<file path="src/rtl/prog_loader_pkg.sv">
// ============================================================================
// prog_loader_pkg : loader state encoding and chunk-count helper
// Rev 1.0
// ============================================================================
`default_nettype none

package prog_loader_pkg;

  typedef enum logic [1:0] {
    LD_LOAD  = 2'd0,
    LD_CHECK = 2'd1,
    LD_RUN   = 2'd2
  } ld_state_e;

  function automatic int nchunk(input int instr_w, input int chunk_w);
    return (instr_w + chunk_w - 1) / chunk_w;
  endfunction

endpackage

`default_nettype wire

</file>
<file path="src/rtl/prog_loader_if.sv">
// ============================================================================
// prog_loader_if : pad-side chunk handshake and CPU instruction read port
// Rev 1.0
// ============================================================================
`default_nettype none

interface prog_loader_if #(
  parameter int INSTR_W = 12,
  parameter int CHUNK_W = 6,
  parameter int DEPTH   = 8
);
  localparam int AW = $clog2(DEPTH);

  logic               in_valid;
  logic [CHUNK_W-1:0] in_chunk;
  logic               in_ready;
  logic               reload;
  logic [AW-1:0]      rd_addr;
  logic [INSTR_W-1:0] rd_data;
  logic               done;
  logic               csum_err;

  modport master (
    output in_valid, in_chunk, reload, rd_addr,
    input  in_ready, rd_data, done, csum_err
  );

  modport slave (
    input  in_valid, in_chunk, reload, rd_addr,
    output in_ready, rd_data, done, csum_err
  );

endinterface

`default_nettype wire

</file>
<file path="src/rtl/prog_loader_mem.sv">
// ============================================================================
// prog_mem : DEPTH x INSTR_W instruction store, sync clear, async read
// Rev 1.0
// ============================================================================
`default_nettype none

module prog_mem #(
  parameter int INSTR_W = 12,
  parameter int DEPTH   = 8
) (
  input  wire logic                     clk,
  input  wire logic                     rst,
  input  wire logic                     we,
  input  wire logic [$clog2(DEPTH)-1:0] wr_addr,
  input  wire logic [INSTR_W-1:0]       wr_data,
  input  wire logic [$clog2(DEPTH)-1:0] rd_addr,
  output logic      [INSTR_W-1:0]       rd_data
);
  localparam int AW = $clog2(DEPTH);

  logic [INSTR_W-1:0] mem_q [DEPTH];
  logic [INSTR_W-1:0] mem_d [DEPTH];

  always_comb begin
    for (int i = 0; i < DEPTH; i++) begin
      mem_d[i] = (we && (wr_addr == AW'(i))) ? wr_data : mem_q[i];
    end
  end

  // Read the registered array so a same-cycle write returns the old word
  always_comb begin
    rd_data = '0;
    for (int i = 0; i < DEPTH; i++) begin
      if (rd_addr == AW'(i)) rd_data = mem_q[i];
    end
  end

  always_ff @(posedge clk) begin
    if (rst) begin
      for (int i = 0; i < DEPTH; i++) mem_q[i] <= '0;
    end else begin
      for (int i = 0; i < DEPTH; i++) mem_q[i] <= mem_d[i];
    end
  end

endmodule

`default_nettype wire

</file>
<file path="src/rtl/prog_loader.sv">
// ============================================================================
// prog_loader : assembles chunked instruction words into prog_mem, then done
// Option macro PROG_LOADER_CSUM_EN adds a trailing XOR checksum chunk gate.
// Rev 1.0
// ============================================================================
`default_nettype none

module prog_loader
  import prog_loader_pkg::*;
#(
  parameter int INSTR_W = 12,
  parameter int CHUNK_W = 6,
  parameter int DEPTH   = 8
) (
  input wire logic   clk,
  input wire logic   rst,
  prog_loader_if.slave bus
);
  localparam int            AW         = $clog2(DEPTH);
  localparam int            NCHUNK     = nchunk(INSTR_W, CHUNK_W);
  localparam int            CW         = (NCHUNK > 1) ? $clog2(NCHUNK) : 1;
  localparam logic [CW-1:0] LAST_CHUNK = CW'(NCHUNK - 1);
  localparam logic [AW-1:0] LAST_ADDR  = AW'(DEPTH - 1);

  ld_state_e          state_q, state_d;
  logic [CW-1:0]      chunk_cnt_q, chunk_cnt_d;
  logic [AW-1:0]      wr_addr_q, wr_addr_d;
  logic [INSTR_W-1:0] asm_q, asm_d;
  logic               done_q, done_d;
  logic               in_ready_q, in_ready_d;
  logic               accept;
  logic               mem_we;
`ifdef PROG_LOADER_CSUM_EN
  logic [CHUNK_W-1:0] csum_q, csum_d;
  logic               csum_err_q, csum_err_d;
`endif

  assign accept = bus.in_valid & in_ready_q;

  always_comb begin
    state_d     = state_q;
    chunk_cnt_d = chunk_cnt_q;
    wr_addr_d   = wr_addr_q;
    asm_d       = asm_q;
    mem_we      = 1'b0;
`ifdef PROG_LOADER_CSUM_EN
    csum_d      = csum_q;
    csum_err_d  = csum_err_q;
`endif
    if (bus.reload) begin
      state_d     = LD_LOAD;
      chunk_cnt_d = '0;
      wr_addr_d   = '0;
`ifdef PROG_LOADER_CSUM_EN
      csum_d      = '0;
`endif
    end else begin
      case (state_q)
        LD_LOAD: begin
          if (accept) begin
            // Bits beyond INSTR_W-1 in the final chunk simply have no slot
            for (int b = 0; b < INSTR_W; b++) begin
              if (chunk_cnt_q == CW'(b / CHUNK_W)) asm_d[b] = bus.in_chunk[b % CHUNK_W];
            end
`ifdef PROG_LOADER_CSUM_EN
            csum_d = csum_q ^ bus.in_chunk;
`endif
            if (chunk_cnt_q == LAST_CHUNK) begin
              mem_we      = 1'b1;
              chunk_cnt_d = '0;
              if (wr_addr_q == LAST_ADDR) begin
                wr_addr_d = '0;
`ifdef PROG_LOADER_CSUM_EN
                state_d   = LD_CHECK;
`else
                state_d   = LD_RUN;
`endif
              end else begin
                wr_addr_d = wr_addr_q + AW'(1);
              end
            end else begin
              chunk_cnt_d = chunk_cnt_q + CW'(1);
            end
          end
        end
`ifdef PROG_LOADER_CSUM_EN
        LD_CHECK: begin
          if (accept) begin
            if (bus.in_chunk == csum_q) begin
              state_d    = LD_RUN;
              csum_err_d = 1'b0;
            end else begin
              state_d     = LD_LOAD;
              csum_err_d  = 1'b1;
              chunk_cnt_d = '0;
              wr_addr_d   = '0;
              csum_d      = '0;
            end
          end
        end
`endif
        LD_RUN:  ;
        default: state_d = LD_LOAD;
      endcase
    end
    done_d     = (state_d == LD_RUN);
    in_ready_d = (state_d != LD_RUN);
  end

  always_ff @(posedge clk) begin
    if (rst) begin
      state_q     <= LD_LOAD;
      chunk_cnt_q <= '0;
      wr_addr_q   <= '0;
      asm_q       <= '0;
      done_q      <= 1'b0;
      in_ready_q  <= 1'b1;
`ifdef PROG_LOADER_CSUM_EN
      csum_q      <= '0;
      csum_err_q  <= 1'b0;
`endif
    end else begin
      state_q     <= state_d;
      chunk_cnt_q <= chunk_cnt_d;
      wr_addr_q   <= wr_addr_d;
      asm_q       <= asm_d;
      done_q      <= done_d;
      in_ready_q  <= in_ready_d;
`ifdef PROG_LOADER_CSUM_EN
      csum_q      <= csum_d;
      csum_err_q  <= csum_err_d;
`endif
    end
  end

  assign bus.in_ready = in_ready_q;
  assign bus.done     = done_q;
`ifdef PROG_LOADER_CSUM_EN
  assign bus.csum_err = csum_err_q;
`else
  assign bus.csum_err = 1'b0;
`endif

  prog_mem #(
    .INSTR_W (INSTR_W),
    .DEPTH   (DEPTH)
  ) u_mem (
    .clk     (clk),
    .rst     (rst),
    .we      (mem_we),
    .wr_addr (wr_addr_q),
    .wr_data (asm_d),
    .rd_addr (bus.rd_addr),
    .rd_data (bus.rd_data)
  );

endmodule

`default_nettype wire
</file>
<file path="src/flat_wrapper.sv">
// flat-port wrapper written by rule: the top's interface ports become plain ports
module prog_loader_flat import prog_loader_pkg::*;
#(
  parameter int INSTR_W = 12,
  parameter int CHUNK_W = 6,
  parameter int DEPTH   = 8
)
  (clk, rst, bus_in_valid, bus_in_chunk, bus_reload, bus_rd_addr, bus_in_ready, bus_rd_data, bus_done, bus_csum_err);
  prog_loader_if #(.INSTR_W(INSTR_W), .CHUNK_W(CHUNK_W), .DEPTH(DEPTH)) bus_i ();
  input wire logic clk;
  input wire logic rst;
  input wire logic [$bits(bus_i.in_valid)-1:0] bus_in_valid;
  input wire logic [$bits(bus_i.in_chunk)-1:0] bus_in_chunk;
  input wire logic [$bits(bus_i.reload)-1:0] bus_reload;
  input wire logic [$bits(bus_i.rd_addr)-1:0] bus_rd_addr;
  output wire logic [$bits(bus_i.in_ready)-1:0] bus_in_ready;
  output wire logic [$bits(bus_i.rd_data)-1:0] bus_rd_data;
  output wire logic [$bits(bus_i.done)-1:0] bus_done;
  output wire logic [$bits(bus_i.csum_err)-1:0] bus_csum_err;
  assign bus_i.in_valid = bus_in_valid;
  assign bus_i.in_chunk = bus_in_chunk;
  assign bus_i.reload = bus_reload;
  assign bus_i.rd_addr = bus_rd_addr;
  assign bus_in_ready = bus_i.in_ready;
  assign bus_rd_data = bus_i.rd_data;
  assign bus_done = bus_i.done;
  assign bus_csum_err = bus_i.csum_err;
  prog_loader #(.INSTR_W(INSTR_W), .CHUNK_W(CHUNK_W), .DEPTH(DEPTH)) u_core (.clk(clk), .rst(rst), .bus(bus_i));
endmodule
</file>
<file path="config.mk">
export PLATFORM = sky130hd
export DESIGN_NAME = prog_loader_flat
export DESIGN_NICKNAME = d
export VERILOG_FILES = /design/src/rtl/prog_loader_pkg.sv /design/src/rtl/prog_loader_if.sv /design/src/rtl/prog_loader_mem.sv /design/src/rtl/prog_loader.sv /design/src/flat_wrapper.sv
export SDC_FILE = /design/constraint.sdc
export NUM_CORES = 1
export LEC_CHECK = 0
export ABC_AREA = 1
export ABC_CLOCK_PERIOD_IN_PS = 1800
export CAP_MARGIN = 15
export CORE_MARGIN = 2
export CORE_UTILIZATION = 53
export DETAILED_ROUTE_END_ITERATION = 8
export GPL_TIMING_DRIVEN = 0
export MAX_ROUTING_LAYER = met4
export PLACE_DENSITY_LB_ADDON = 0.1
export SYNTH_ARGS = -nofsm -noshare
export SYNTH_HDL_FRONTEND = slang
export SYNTH_SLANG_ARGS = --single-unit
export TNS_END_PERCENT = 5
</file>
<file path="constraint.sdc">
create_clock -name clk -period 1.8 [get_ports clk]
set_clock_uncertainty 0.05 [all_clocks]
set_input_delay 0.36 -clock clk [delete_from_list [all_inputs] [get_ports clk]]
set_output_delay 0.36 -clock clk [all_outputs]
set_load 0.02 [all_outputs]
</file>
Word-level counts from Yosys, hierarchy flattened
Memory sizes are Yosys's and may differ from the RTL's. Cells that the tools add are included.

Bits in registers: 20. ROM bits: 0. Memory bits (writable): 96. Bits in latches: 0. Memories: 1. Input bits: 13. Output and inout port bits: 15. Word-level logic and storage cells: 102.

Memories: u_core.u_mem.mem_q (depth 8, width 12, read ports 8, clocked after Yosys merged registers in 0, wr ports 8, RTL line prog_loader_mem.sv:21) `logic [INSTR_W-1:0] mem_q [DEPTH];`.

Add/sub/neg operators: 2. $lt $le $gt $ge: 0. Mux-type cells: 53. Bitwise gates (word level): 9. Reduce and logical (&&, ||, !) cells: 14. Multipliers: 0. Eq/ne operators: 17. Shift operators: 0. Divide/modulo/power cells: 0.

Operators by type and width (count): $mux 12 (27); $eq 3x3->1 const B (8); $mux 1 (20); $eq 3x2->1 const B (4); $logic_and 1x1->1 (8); $mux 2 (4); $or 1x1->1 (8); $eq 3x1->1 const B (2); $logic_not 3->1 (2); $eq 2x2->1 const B (2); $pmux 2 s2 (1); $add 3x1->3 const B (1); $mux 3 (1); $reduce_and 3->1 (1); $logic_not 2->1 (1); $ne 2x2->1 const B (1); $reduce_and 2->1 (1); $reduce_or 2->1 (1); $add 1x1->1 const B (1); $and 1x1->1 (1).

Depth between registers and ports, before layout
Word-level depth: 9. Gate-level depth with buffers: 10. Mapped depth without buffers: 9.

Cells and area by module
A second synthesis with hierarchy kept.

Cells, all modules: 740. Area total of the unflattened synthesis: 5237.5 µm².

By module, submodules not included: prog_mem (instances 1, area each 4304.1 µm², seq. area each 1921.8 µm², cells each 608); prog_loader (instances 1, area each 933.4 µm², seq. area each 400.4 µm², cells each 132).

Least setup slack after synthesis
No wires, ideal clock.

Path type: input to output. Start point: input port bus_rd_addr[1]. End point: output port bus_rd_data[10]. Path buffers: 2. Path slack: 0.019 ns. Arrival time: 1.371 ns. Required time: 1.390 ns. Stages: 7. Cells stage by stage: buf_2 nor2_1 clkbuf_1 nand3_1 nand4_1 nor2_1 nand4_1.

Word-level cells in the longest chain between the ends: 9. Elaborated cells on any way between the ends: 16. Classes of those cells: eq/ne: 7; mux: 8; reduce/logical: 1.

Ends and longest elaborated chain: start: declaration (RTL line flat_wrapper.sv:15) `input wire logic [$bits(bus_i.rd_addr)-1:0] bus_rd_addr;`; $logic_not 3->1 (RTL line prog_loader_mem.sv:34) `if (rd_addr == AW'(i)) rd_data = mem_q[i];`; $mux 12 (7 in a row) (RTL line prog_loader_mem.sv:34); $mux 12 * (RTL line prog_loader_mem.sv:34); end: declaration (RTL line flat_wrapper.sv:17) `output wire logic [$bits(bus_i.rd_data)-1:0] bus_rd_data;`.

Every way passes the cells marked *; elsewhere a longest branch is shown, timed or not.

Worst setup path after layout
Start point: input port bus_rd_addr[2]. End point: output port bus_rd_data[3].

Same word-level chain as after synthesis.

==> flow_summary.yaml <==
die:
  dieHeight_um: 103
  core_area_mm2: 0.00964
  ioPinCount: 28
  dieArea_mm2: 0.0106
  rows: 36
  die_w_um: 103
  initial_utilization_pct: 53.9
critical_path:
  arrival_ns: 1.64
  critPathBufInv: 5
  r2r_cells: 8
  crit_cells: 9
  path_cells: "buf_4 > inv_4 > buf_8 > buf_6 > nand4_1 > nand4_1 > nor2_2 > nand4_1 > buf_6"
  crit_required_ns: 1.39
  critPathMaxFanout: 10
  slowest_stage: "nand4_1"
  critPathKind: "primary input to output port"
  end_kind: "output port"
  crit_family: "simple AND/OR/NAND/NOR gates"
  critPathLaunchType: "primary input"
  path_common_cell: "nand4_1"
  cpPeakStageDelay_ns: 0.23
outcome:
  status: "finished with violations"
  violations: "negative setup slack"
clock_tree:
  cts_buffers: 17
  clk_pin_slew_ns: 0.06
  cts-htree-levels: 4
  cts-root-buf: "clkbuf_8"
  hold_buffers: 0
  clockBufferDepth: 2
  insertion_delay_ns: 0.53
  cts_sinks: 116
  cts_tree: "done"
min_path:
  hold_depth: 2
  hold_path_class: "register to register"
timing:
  hold_viol: 0
  fin_crit_sh_pct: 114
  fmax_mhz: 487
  relSlewSlack_pct: 46.8
  fin_ws_ns: -0.251
  setup_violations: 12
  period_needed_ns: 2.05
  rsz0062_at_grt: "true"
  slew_viol_final: 0
  worstMarginPinSlew_ns: 0.798
final_layout:
  drive_gt1_share_pct: 18.2
  diodes: 0
  area_delta_synth_final_pct: 23.1
  design_area_mm2: 0.00640
  fin_nets: 781
  post-route-util_pct: 66.4
routing:
  routed-via-count: 5086
  avgViaCountPerCell: 5.61
  drt_iter0_drc: 491
  routedWlPerCell_um: 17.5
  routed_wl_mm: 15.9
  ant_nets: 0
  drc: 0
  dr.pass1.iters: 5
power_and_ir_drop:
  powerDensity_mw_per_mm2: 1030
  irDropWorstVdd_v: 0.000692
  leakage_uw: 0.00269
synthesis:
  yosysWarnings: 0
  syn_area_mm2: 0.00520
  synth-xor-area-share_pct: 0
  synth_compound_area_share_pct: 13.1
  synth.distinct_cells: 25
  synth_top_family_by_area: "simple AND/OR/NAND/NOR gates"
  ys_seq_area_share_pct: 44.7
  synth_mux_area_share_pct: 0
  postSynthAreaPerCell_um2: 7.25
  synth-simple-area-share_pct: 31.4
  ys_ff_latch: 116
  synthCells: 717
  synthAdderAreaFrac_pct: 1.44
placed_design:
  place_area_mm2: 0.00561
  hpwl_mm: 10.8
  numPortBuffers: 24
  gp_congestion: 1.00
grt:
  antenna_found_initial: 0
  grt_pass1_wl_mm: 25.1
  grt_max_degree: 17
  track_usage_pct: 33.2
  grt-ovfl-total: 0
  grt_pass1_vias: 4704
job:
  max_cap_viol_count: 0
[repair_timing]
item | in CTS | in global routing
buffers inserted | 0 | 1
pin swaps | 12 | 14
endpoints found under the setup margin | 28 | 77
gates resized for setup | 105 | 22
[synth_stat cells]
cell,n,area [µm²]
inv_2,1,3.75
clkinv_1,1,3.75
nand4_1,60,375
a21oi_1,75,375
or2_2,21,131
nor3_1,3,15.0
buf_1,4,15.0
nand2_1,172,646
nand3b_4,1,20.0
ha_1,6,75.1
nor2_4,2,22.5
nor2_1,70,263
conb_1,1,3.75
nor2_8,4,80.1
nor4_1,1,6.26
dfxtp_1,116,2320
buf_2,16,80.1
nand3_1,13,65.1
o21ai_2,6,52.6
buf_4,2,15.0
inv_1,67,251
buf_6,4,45.0
nor2_2,1,6.26
o21ai_0,51,255
clkbuf_1,19,71.3
[per-stage QoR]
| step | power [µW] | TNS (ns) | setup WS, ns | hold WS (ns) | instances |
|---|---|---|---|---|---|
| after detailed placement | 2920 | -57.20 | -1.38 | 0.406 | 875 |
| after CTS | 6560 | -2.28 | -0.277 | 0.415 | 906 |
| after floorplan | 2800 | 0 | 0.0190 | 0.388 | 718 |
| after global routing | 6730 | -3.41 | -0.294 | 0.436 | 907 |
| final | 6570 | -2.20 | -0.251 | 0.416 | 907 |
| after global placement | 2920 | -53.77 | -1.40 | 0.402 | 875 |
[where the power goes]
part | switching [µW] | internal (µW) | total [µW]
logic | 236 | 91.0 | 327
registers | 4.36 | 2580 | 2590
clock network | 1170 | 2490 | 3650
[cells in the final DEF, fill, tap and decap left out, drive strengths merged]
cell           instances
nand2                172
dfxtp                116
nor2                  77
a21oi                 75
inv                   68
nand4                 60
o21ai                 57
buf                   40
clkbuf                38
or2                   21
nand3                 13
clkdlybuf4s50          9
ha                     6
bufinv                 5
clkdlybuf4s15          3
nor3                   3
clkinv                 3
conb                   2
clkinvlp               2
dlygate4sd2            2
nand3b                 1
nor4                   1
[metal layers]
layer	global-route usage, %	up-vias	part of all wire [%]
met3	10.2	44	9.5
met1	41.6	2394	41
li1	-	2429	-
met4	12.6	0	3.3
met2	50.4	219	46
met5	-	-	0
[layout make-up]
type,instances,area [µm²]
fill,864,3240
multi-input combinational,488,2500
sequential,116,2330
clock buffer,22,463
buffer,45,293
inverter,69,262
timing repair buffer,25,214
clock inverter,9,175
tap,133,166
[worst min-delay path, cell delays in order, from the launching register on]
cell and delay (ns):
dfxtp_1 0.31, nand2_1 0.06, a21oi_1 0.05
[worst paths after layout]
kind | start | to | slack [ns]
setup / recovery | bus_rd_addr[2] | bus_rd_data[3] | -0.25
setup reg to reg | u_core.bus.in_ready$_SDFF_PP1_ | u_core.u_mem.mem_q[1][46]$_SDFFE_PP0P_ | 0.03
hold reg to reg | u_core.u_mem.mem_q[1][21]$_SDFFE_PP0P_ | u_core.u_mem.mem_q[1][21]$_SDFFE_PP0P_ | 0.42
hold / removal | u_core.u_mem.mem_q[1][21]$_SDFFE_PP0P_ | u_core.u_mem.mem_q[1][21]$_SDFFE_PP0P_ | 0.42
[logic make-up after synthesis]
| logic type | Yosys count |
|---|---|
| adders and majority gates | 6 |
| AOI/OAI and AO/OA | 132 |
| DFF | 116 |
| buffers and inverters | 114 |
| other | 1 |
| and+or+nand+nor | 348 |
[sequential cells by signal, summed over array words and instances (netlist names)]
register             cells
u_core.u_mem.mem_q      96
u_core.bus.in_ready      1
u_core.chunk_cnt_q       1
u_core.bus.done          1
u_core.wr_addr_q         3
u_core.asm_q            12
u_core.state_q           2
No activity file was read; power rests on OpenSTA's default activity.
